[src/rtl/riscv_trace_pkg.sv]
// rtl/riscv_trace_pkg.sv - shared state encoding and entry layout for the trace buffer
package riscv_trace_pkg;

  typedef enum logic [1:0] {
    ST_IDLE   = 2'd0,
    ST_RUN    = 2'd1,
    ST_POST   = 2'd2,
    ST_FROZEN = 2'd3
  } trace_state_e;

  // Flag nibble sits above {next_pc, pc}; these are bit positions inside it.
  localparam int FLAG_BRANCH = 0;
  localparam int FLAG_ZERO   = 1;
  localparam int FLAG_SEL2   = 2;
  localparam int FLAG_DISC   = 3;

  function automatic int entry_w(input int xlen);
    return 2 * xlen + 4;
  endfunction

endpackage

[src/rtl/trace_ring_mem.sv]
// rtl/trace_ring_mem.sv - circular entry storage, synchronous write, asynchronous read
module trace_ring_mem #(
  parameter int DEPTH   = 16,
  parameter int ENTRY_W = 68,
  localparam int AW     = $clog2(DEPTH)
) (
  input  logic               clk,
  input  logic               i_we,
  input  logic [AW-1:0]      i_wr_ptr,
  input  logic [ENTRY_W-1:0] i_wdata,
  input  logic [AW-1:0]      i_rd_ptr,
  output logic [ENTRY_W-1:0] o_rdata
);

  logic [ENTRY_W-1:0] r_mem [DEPTH];

  always_ff @(posedge clk) begin
    if (i_we) r_mem[i_wr_ptr] <= i_wdata;
  end

  assign o_rdata = r_mem[i_rd_ptr];

endmodule

[src/rtl/riscv_trace_buffer.sv]
// rtl/riscv_trace_buffer.sv - triggerable execution-trace ring buffer with oldest-first drain
// Optional branch/discontinuity sample filter: TRACE_BRANCH_FILTER_EN
module riscv_trace_buffer
  import riscv_trace_pkg::*;
#(
  parameter int XLEN      = 32,
  parameter int DEPTH     = 16,
  parameter int POST_TRIG = 4,
  localparam int AW       = $clog2(DEPTH),
  localparam int EW       = entry_w(XLEN)
) (
`ifdef TRACE_BRANCH_FILTER_EN
  input  logic            filter_branch,
`endif
  input  logic            clk,
  input  logic            reset,
  input  logic            trace_valid,
  input  logic [XLEN-1:0] pc,
  input  logic [XLEN-1:0] next_pc,
  input  logic            branch,
  input  logic            zero,
  input  logic            sel2,
  input  logic            arm,
  input  logic            trig_en,
  input  logic [XLEN-1:0] trig_pc,
  output logic            rd_valid,
  input  logic            rd_ready,
  output logic [EW-1:0]   rd_data,
  output logic [1:0]      state_o,
  output logic [AW:0]     count_o,
  output logic            ovf_o
);

  localparam logic [AW-1:0] POST_INIT = AW'(POST_TRIG);
  localparam logic [AW:0]   FULL_CNT  = (AW+1)'(DEPTH);

  trace_state_e    r_state, w_state_nxt;
  logic [AW-1:0]   r_wr_ptr, r_post, w_rd_ptr;
  logic [AW:0]     r_count;
  logic            r_ovf;
  logic [XLEN-1:0] w_pc_inc;
  logic [3:0]      w_flags;
  logic [EW-1:0]   w_wdata, w_rdata;
  logic            w_disc, w_filter_ok, w_accept, w_we, w_trig, w_pop, w_rd_valid;

  assign w_pc_inc = pc + XLEN'(4);
  assign w_disc   = (next_pc != w_pc_inc);

`ifdef TRACE_BRANCH_FILTER_EN
  assign w_filter_ok = !filter_branch || branch || w_disc;
`else
  assign w_filter_ok = 1'b1;
`endif

  assign w_accept   = trace_valid && w_filter_ok && (r_state == ST_RUN || r_state == ST_POST);
  assign w_we       = w_accept && !arm;
  assign w_trig     = (r_state == ST_RUN) && trig_en && w_accept && (pc == trig_pc);
  assign w_rd_valid = (r_state == ST_FROZEN) && (r_count != '0);
  assign w_pop      = w_rd_valid && rd_ready;
  // Oldest entry is always count_o slots behind the write pointer.
  assign w_rd_ptr   = r_wr_ptr - r_count[AW-1:0];

  always_comb begin
    w_flags              = '0;
    w_flags[FLAG_BRANCH] = branch;
    w_flags[FLAG_ZERO]   = zero;
    w_flags[FLAG_SEL2]   = sel2;
    w_flags[FLAG_DISC]   = w_disc;
  end
  assign w_wdata = {w_flags, next_pc, pc};

  trace_ring_mem #(.DEPTH(DEPTH), .ENTRY_W(EW)) u_mem (
    .clk     (clk),
    .i_we    (w_we),
    .i_wr_ptr(r_wr_ptr),
    .i_wdata (w_wdata),
    .i_rd_ptr(w_rd_ptr),
    .o_rdata (w_rdata)
  );

  always_ff @(posedge clk) begin
    if (reset) r_state <= ST_IDLE;
    else       r_state <= w_state_nxt;
  end

  always_comb begin
    w_state_nxt = r_state;
    if (arm) begin
      w_state_nxt = ST_RUN;
    end else begin
      case (r_state)
        ST_RUN:  if (w_trig) w_state_nxt = (POST_TRIG == 0) ? ST_FROZEN : ST_POST;
        ST_POST: if (w_accept && r_post == AW'(1)) w_state_nxt = ST_FROZEN;
        default: w_state_nxt = r_state;
      endcase
    end
  end

  always_comb begin
    state_o  = r_state;
    rd_valid = w_rd_valid;
    rd_data  = w_rd_valid ? w_rdata : '0;
    count_o  = r_count;
    ovf_o    = r_ovf;
  end

  always_ff @(posedge clk) begin
    if (reset || arm) begin
      r_wr_ptr <= '0;
      r_count  <= '0;
      r_ovf    <= 1'b0;
      r_post   <= '0;
    end else begin
      if (w_we) begin
        r_wr_ptr <= r_wr_ptr + AW'(1);
        if (r_count == FULL_CNT) r_ovf   <= 1'b1;
        else                     r_count <= r_count + (AW+1)'(1);
      end
      if (w_trig)                                  r_post <= POST_INIT;
      else if (r_state == ST_POST && w_accept)     r_post <= r_post - AW'(1);
      if (w_pop) r_count <= r_count - (AW+1)'(1);
    end
  end

endmodule

[config.mk]
export PLATFORM = sky130hd
export DESIGN_NAME = riscv_trace_buffer
export DESIGN_NICKNAME = d
export VERILOG_FILES = /design/src/rtl/riscv_trace_pkg.sv /design/src/rtl/trace_ring_mem.sv /design/src/rtl/riscv_trace_buffer.sv
export SDC_FILE = /design/constraint.sdc
export NUM_CORES = 1
export LEC_CHECK = 0
export ABC_CLOCK_PERIOD_IN_PS = 17700
export CORE_UTILIZATION = 54
export CTS_CLUSTER_DIAMETER = 60
export DETAILED_ROUTE_END_ITERATION = 8
export GPL_TIMING_DRIVEN = 0
export PLACE_DENSITY = 0.72
export SYNTH_ARGS = -nofsm -noshare
export SYNTH_HDL_FRONTEND = slang
export SYNTH_SLANG_ARGS = --single-unit
[constraint.sdc]
create_clock -name clk -period 17.7 [get_ports clk]
set_input_delay 2.655 -clock clk [delete_from_list [all_inputs] [get_ports clk]]
set_output_delay 2.655 -clock clk [all_outputs]
set_load 0.02 [all_outputs]
### Yosys cells after proc, flatten, opt, wreduce, memory -nomap -nowiden

Memories as Yosys holds them, arrays and structs flattened.
Index checks and enable logic that the tools add are counted.

| storage, ports and cells | value |
|---|---|
| bits in registers | 16 |
| input bits | 105 |
| memories kept | 1 |
| memory bits (writable) | 1088 |
| latch bits | 0 |
| output and inout bits | 77 |
| memory bits (read-only) | 0 |

Memory list:

| name | depth | bits a word | read ports | clocked after Yosys merged registers in | write ports | line | RTL |
|---|---|---|---|---|---|---|---|
| u_mem.r_mem | 16 | 68 | 1 | 0 | 1 | trace_ring_mem.sv:15 | `logic [ENTRY_W-1:0] r_mem [DEPTH];` |

| operators by class | value |
|---|---|
| bitwise logic cells | 0 |
| add/sub/neg operators | 6 |
| reduce and logical (&&, ||, !) cells | 23 |
| mux-type cells | 12 |
| order comparisons | 0 |
| equal/unequal tests | 12 |
| divide/modulo/power cells | 0 |
| multiply operators | 0 |
| shifts and indexed selects | 0 |

Operator list:

| cell | number |
|---|---|
| 68-bit two-way mux | 1 |
| 32-bit by 3-bit adder with 32-bit output (second input constant) | 1 |
| 32-bit equality test | 1 |
| 32-bit != test | 1 |
| 5-bit two-way mux | 3 |
| 1-bit logical AND | 9 |
| 3-bit two-way mux | 2 |
| 2-bit != test (second input constant) | 3 |
| 3-bit != test (second input constant) | 2 |
| 3-bit AND reduction | 2 |
| 2-bit nonzero test | 3 |
| 5-bit by 1-bit adder with 5-bit output (second input constant) | 1 |
| 5-bit equality test (second input constant) | 1 |
| 5-bit nonzero test | 1 |
| 5-bit by 1-bit subtractor with 5-bit output (second input constant) | 1 |
| 4-bit by 1-bit adder with 4-bit output (second input constant) | 1 |
| 2-bit equality test (second input constant) | 2 |
| 4-bit by 1-bit equality test with 1-bit output (second input constant) | 1 |
| 2-bit two-way mux | 2 |
| 2-bit case mux with 2 select lines | 1 |
| 2-bit AND reduction | 2 |
| 2-bit OR reduction | 2 |
| 4-bit by 1-bit subtractor with 4-bit output (second input constant) | 1 |
| 4-bit subtractor | 1 |
| 5 further kinds | 8 |

### Logic depth before layout (Yosys ltp)

Gate-level depths: netlist of the first run.

| depth | value |
|---|---|
| depth after elaboration | 8 |
| mapped depth | 10 |

### Hierarchy

From an unflattened synthesis of the first run, not the netlist that was laid out.

| unflattened totals | value |
|---|---|
| cells, all modules | 2094 |
| area, all modules | 43710.7 um^2 |

By module, submodules not included:

| module | sequential area each (um^2) | area an instance (um^2) | cells each | times used |
|---|---|---|---|---|
| trace_ring_mem | 32671.3 | 40619.0 | 1682 | 1 |
| riscv_trace_buffer | 320.3 | 3091.7 | 412 | 1 |

### Worst setup path after synthesis of the first run

OpenSTA, ideal clock, no wires.

| path | value |
|---|---|
| path type | in2reg |
| start | in trace_valid |
| end | mem u_mem.r_mem[3][0] (enable) |
| setup time | 0.577 ns |
| path slack | 8.978 ns |
| stages | 5 |
| arrival | 8.145 ns |
| path buffers | 1 |
| cells stage by stage | nor2b_1 > clkbuf_1 > nor2b_1 > nand2_1 > nor3_1 |

| on the way | value |
|---|---|
| longest elaborated chain between the ends | 4 |

Ends and longest elaborated chain:

| what | line | RTL |
|---|---|---|
| start: declaration | riscv_trace_buffer.sv:17 | `input logic trace_valid,` |
| 1-bit logical AND | riscv_trace_buffer.sv:55 | `assign w_accept = trace_valid && w_filter_ok && (r_state == ST_RUN \|\| r_state == ST_POST);` |
| 1-bit logical AND | riscv_trace_buffer.sv:56 | `assign w_we = w_accept && !arm;` |
| 1-bit two-way mux | trace_ring_mem.sv:18 | `if (i_we) r_mem[i_wr_ptr] <= i_wdata;` |
| 1-bit two-way mux (implied by the code) | trace_ring_mem.sv:18 |  |
| end: declaration | trace_ring_mem.sv:15 |  |

No other way between the ends.

### Worst setup path after layout of the first run

| path | value |
|---|---|
| start | reg r_wr_ptr[0] |
| end | out rd_data[67] |

| on the way | value |
|---|---|
| longest elaborated chain between the ends | 3 |

Ends and longest elaborated chain:

| what | line | RTL |
|---|---|---|
| start: declaration | riscv_trace_buffer.sv:38 | `logic [AW-1:0] r_wr_ptr, r_post, w_rd_ptr;` |
| start signal: assignment | riscv_trace_buffer.sv:115 | `r_wr_ptr <= r_wr_ptr + AW'(1);` |
| 4-bit subtractor | riscv_trace_buffer.sv:61 | `assign w_rd_ptr = r_wr_ptr - r_count[AW-1:0];` |
| memory 16 x 68 bit | n/a |  |
| 68-bit two-way mux | riscv_trace_buffer.sv:102 | `rd_data = w_rd_valid ? w_rdata : '0;` |
| end: declaration | riscv_trace_buffer.sv:28 | `output logic [EW-1:0] rd_data,` |

No other way between the ends.

==> run summary, run 1 <==
The first detailed-routing pass took 5 iterations. The flow ran to the end, and the final reports show no timing, DRC or antenna violations. The initialized floorplan defines 104 standard-cell rows. The number of antenna violations at the first check in global routing was 5; the area share of the leading cell type in the synthesized netlist was 74.3%. The clock tree root driver cell was sky130_fd_sc_hd__clkbuf_16. The run gives 0.66 ns as the source-to-sink clock delay at the later pin of the worst-skew pair.

The post-synthesis adder-cell area fraction works out to 0.546%. The share of the synthesized area in compound gates (AO/OA/AOI/OAI) was 2.92%. The run gives 2201 as the post-synthesis net count. The worst endpoint data arrival time was 6.44 ns; the number of DRC markers after the initial detailed-route iteration was 2349. The number of placed instances, taps included, is 3374. The tools report the number of distinct library cell variants in the gate-level netlist after synthesis as 55. The detailed placement HPWL came out at 68400 um.

Clock skew on the completed layout was measured at 0.0188 ns. In this run, post-CTS hold repair placed 0 buffers. The ratio of cells with drive above 1 in the final layout came out at 21.5%.

For the peak supply drop, the log shows 0.0799 mV. The run gives 5213 as the count of fill cells added during filler insertion. The worst hold path belongs to the class register to register.

The floorplan step defined a core boundary enclosing 80500 um2. Setup violations remaining at the end of the flow were counted as 0. The logs give 0 for the final count of hold timing violations and 0 for the remaining antenna violation count after routing. The critical path in this run is classified as register to primary output. From left edge to right edge, the die measures 287 um. Element type at the critical path end: a primary output. For the area of the die, the log shows 82600 um2. STA classifies the critical path startpoint as a register.

The ratio of routed vias to standard cells was 6.30; the wire length of the first global-routing pass was 153000 um. The worst-margin pin slew was 1.44 ns; the global router's overall resource usage was 25.6%. The final cell count without fillers was 3575; the post-synthesis share of cell area spent on and, or, nand and nor gates was 2.87%. The number of max-capacitance violations reported was 0. The area growth from synthesis to layout is 17.1%. Of the total synthesized cell area, the portion taken by XOR and XNOR cells is 1.67%. The logs give 2078 for the number of cells produced by synthesis and 0 for the number of cells upsized or downsized after cts.

Global routing finished with a remaining overflow of 0. For the number of setup buffers added after CTS, the log shows 0. Most common cell after layout, fill and taps aside: sky130_fd_sc_hd__edfxtp_1. Based on the critical path, the design can be clocked at up to 0.110 GHz. Entering global routing, the biggest net connects 28 pins. The power density relative to cell area was 105 nW/um2.

Pin placement for this block handled 182 I/O pins. During synthesis, Yosys emitted a total of 0 warnings. Sorting the synthesized cells by area gives the leading types as sky130_fd_sc_hd__edfxtp_1, sky130_fd_sc_hd__mux4_2, sky130_fd_sc_hd__a211oi_1, sky130_fd_sc_hd__mux2i_1, sky130_fd_sc_hd__nor2b_1. After clock tree synthesis, the clock-pin slew on the worst setup and hold paths is 0.06 ns. Summing over every cut layer, the via total after detailed routing is 22500. Adding up every negative setup slack in the final design gives 0 ns. The flip-flop and latch count after synthesis was 1104.

From bottom edge to top edge, the die measures 287 um. The count of H-tree levels built during CTS was 3. Setup repair after global routing left no endpoint under its margin.

The shortest clock period the worst path allows after layout is 9.10 ns, and the maximum number of buffers from clock root to sink is 3. The run gives 23100 as the number of global-route vias before repair. The library cells used most frequently in the layout, excluding fill and tap cells, are sky130_fd_sc_hd__edfxtp_1, sky130_fd_sc_hd__mux4_2, sky130_fd_sc_hd__clkdlybuf4s50_1. The DRC violation count after routing came out at 0. Of all nets on the critical path, the largest fanout is 11. After synthesis, the largest family of logic cells by area is multiplexers. The sequential element share of the synthesized area is 75.0%. The initial utilization of the core area, before any placement, comes to 54.6%.

The net count of the finished layout was 2546; the post-synthesis average cell area was 21.2 um2. The congestion estimate from routability-driven global placement came to 0.871. The biggest area contributor in the post-synthesis netlist is sky130_fd_sc_hd__edfxtp_1.

The count of input and output buffers is 181, and the final period utilization is 51.4%. TritonCTS built the clock tree. The total clock buffers created by CTS was 107; the total detailed-routing wirelength was 104000 um.

The critical path data required time was 15.05 ns; the number of clock sinks was 1104. The final number of max-transition violations is 0. On the final layout, the worst hold slack is 0.488 ns.

After synthesis the cells add up to 44000 um2. The static leakage was 16.3 nW. The routed length per instance was 29.2 um; the multiplexer share of the synthesized area was 15.7%. The max-slew headroom at the worst pin is 3.70%.
stage by stage:
step,utilization [%],total power [W],setup slack (ns),instance area (um2)
2_1_floorplan,-,0.00308,8.98,44000
3_3_place_gp,58.5,0.00320,3.48,47100
3_5_place_dp,59.7,0.00321,9.33,48100
4_1_cts,64.0,0.00541,8.53,51500
5_1_grt,64.0,0.00552,8.45,51500
6_report,64.0,0.00538,8.60,51500
path summary, 6_finish.rpt:
path                   endpoint  depth (start not counted)         from  slack (ns)
max reg2reg  u_mem.r_mem[3][15]                         10   state_o[0]       13.62
min                       ovf_o                          2        ovf_o        0.49
max                 rd_data[67]                         10  r_wr_ptr[0]        8.60
min reg2reg               ovf_o                          2        ovf_o        0.49
power breakdown:
group	internal [W]	switching [W]	leakage, nW
logic	0.000113	0.000160	4.68
clock network	0.00128	0.000949	1.68
registers	0.00288	0.00000210	9.96
Yosys cell counts, drive strengths merged:
library cell / count
nor3: 16
a21oi: 14
xnor2: 39
nand2b: 8
and2: 1
o21ai: 6
or4: 3
edfxtp: 1088
a22oi: 1
nand4: 11
a2bb2oi: 1
o211ai: 3
mux2: 1
a31oi: 1
inv: 15
a31o: 1
ha: 16
xor2: 45
nand2: 23
fa: 2
o2111ai: 1
mux4: 272
o22ai: 1
o21a: 1
and4: 2
o21bai: 1
dfxtp: 16
or2: 1
o31ai: 3
nor4b: 4
or2b: 1
clkbuf: 72
a21o: 3
a211oi: 139
nor2b: 71
nand3: 13
nor2: 36
buf: 41
nand4b: 5
mux2i: 76
and3: 6
bufbuf: 1
nor4: 16
a2111oi: 1
sequential cells by signal, indices dropped and copies added (netlist names):
register     count
count_o          5
ovf_o            1
r_post           4
r_wr_ptr         4
state_o          2
u_mem.r_mem   1088
critical path: stages, from the launching register on:
cell                              delay, ns
sky130_fd_sc_hd__dfxtp_1               0.46
sky130_fd_sc_hd__inv_1                 0.14
sky130_fd_sc_hd__ha_1                  0.23
sky130_fd_sc_hd__fa_1                  0.38
sky130_fd_sc_hd__xnor2_1               0.98
sky130_fd_sc_hd__clkbuf_1              0.52
sky130_fd_sc_hd__clkbuf_1              1.04
sky130_fd_sc_hd__buf_1                 0.67
sky130_fd_sc_hd__a211oi_1              0.21
sky130_fd_sc_hd__a211oi_1              0.44
sky130_fd_sc_hd__clkdlybuf4s50_1       0.69
cell type report:
class / count / area [um2] / area share, %
timing repair buffer: 236 / 2630 / 5.10
buffer: 114 / 528 / 1.02
clock inverter: 76 / 663 / 1.29
sequential: 1104 / 33000 / 64.0
tap: 1060 / 1330 / 2.57
clock buffer: 124 / 2780 / 5.40
antenna: 1 / 2.50 / 0.00486
multi-input combinational: 845 / 10500 / 20.5
inverter: 15 / 56.3 / 0.109
per-layer routing:
metal | track usage (%) | share of wire (%)
met5 | 0 | 0.046
met4 | 6.68 | 2.0
met3 | 5.33 | 8.7
met2 | 41.1 | 49
met1 | 36.0 | 40
kinds of logic (layout without fill, tap and decap cells):
| logic type | after synthesis | in the layout |
|---|---|---|
| adders and majority gates | 18 | 18 |
| muxes | 349 | 349 |
| DFF | 1104 | 1104 |
| xor gates and xnor gates | 84 | 84 |
| and+or+nand+nor | 217 | 217 |
| AOI/OAI and AO/OA | 177 | 177 |
| buffers and inverters | 129 | 565 |
| other | 0 | 1 |
No activity file was read; power rests on OpenSTA's default activity.
==> inputs of run 2 (changes only) <==
ABC_CLOCK_PERIOD_IN_PS = 8400   (was 17700)
clock period = 8.4 ns   (was 17.7 ns; I/O delays follow)
==> results of run 2 <==
The final DEF is identical to that of run 1. Status: completed.
Main changes from that run: setup slack after placement 9.33 ns -> 1.42 ns; setup slack after layout 8.60 ns -> 0.698 ns; register-to-register setup slack 13.62 ns -> 4.32 ns; total power 0.00538 W -> 0.0113 W; worst IR drop on VDD 0.0799 mV -> 0.168 mV
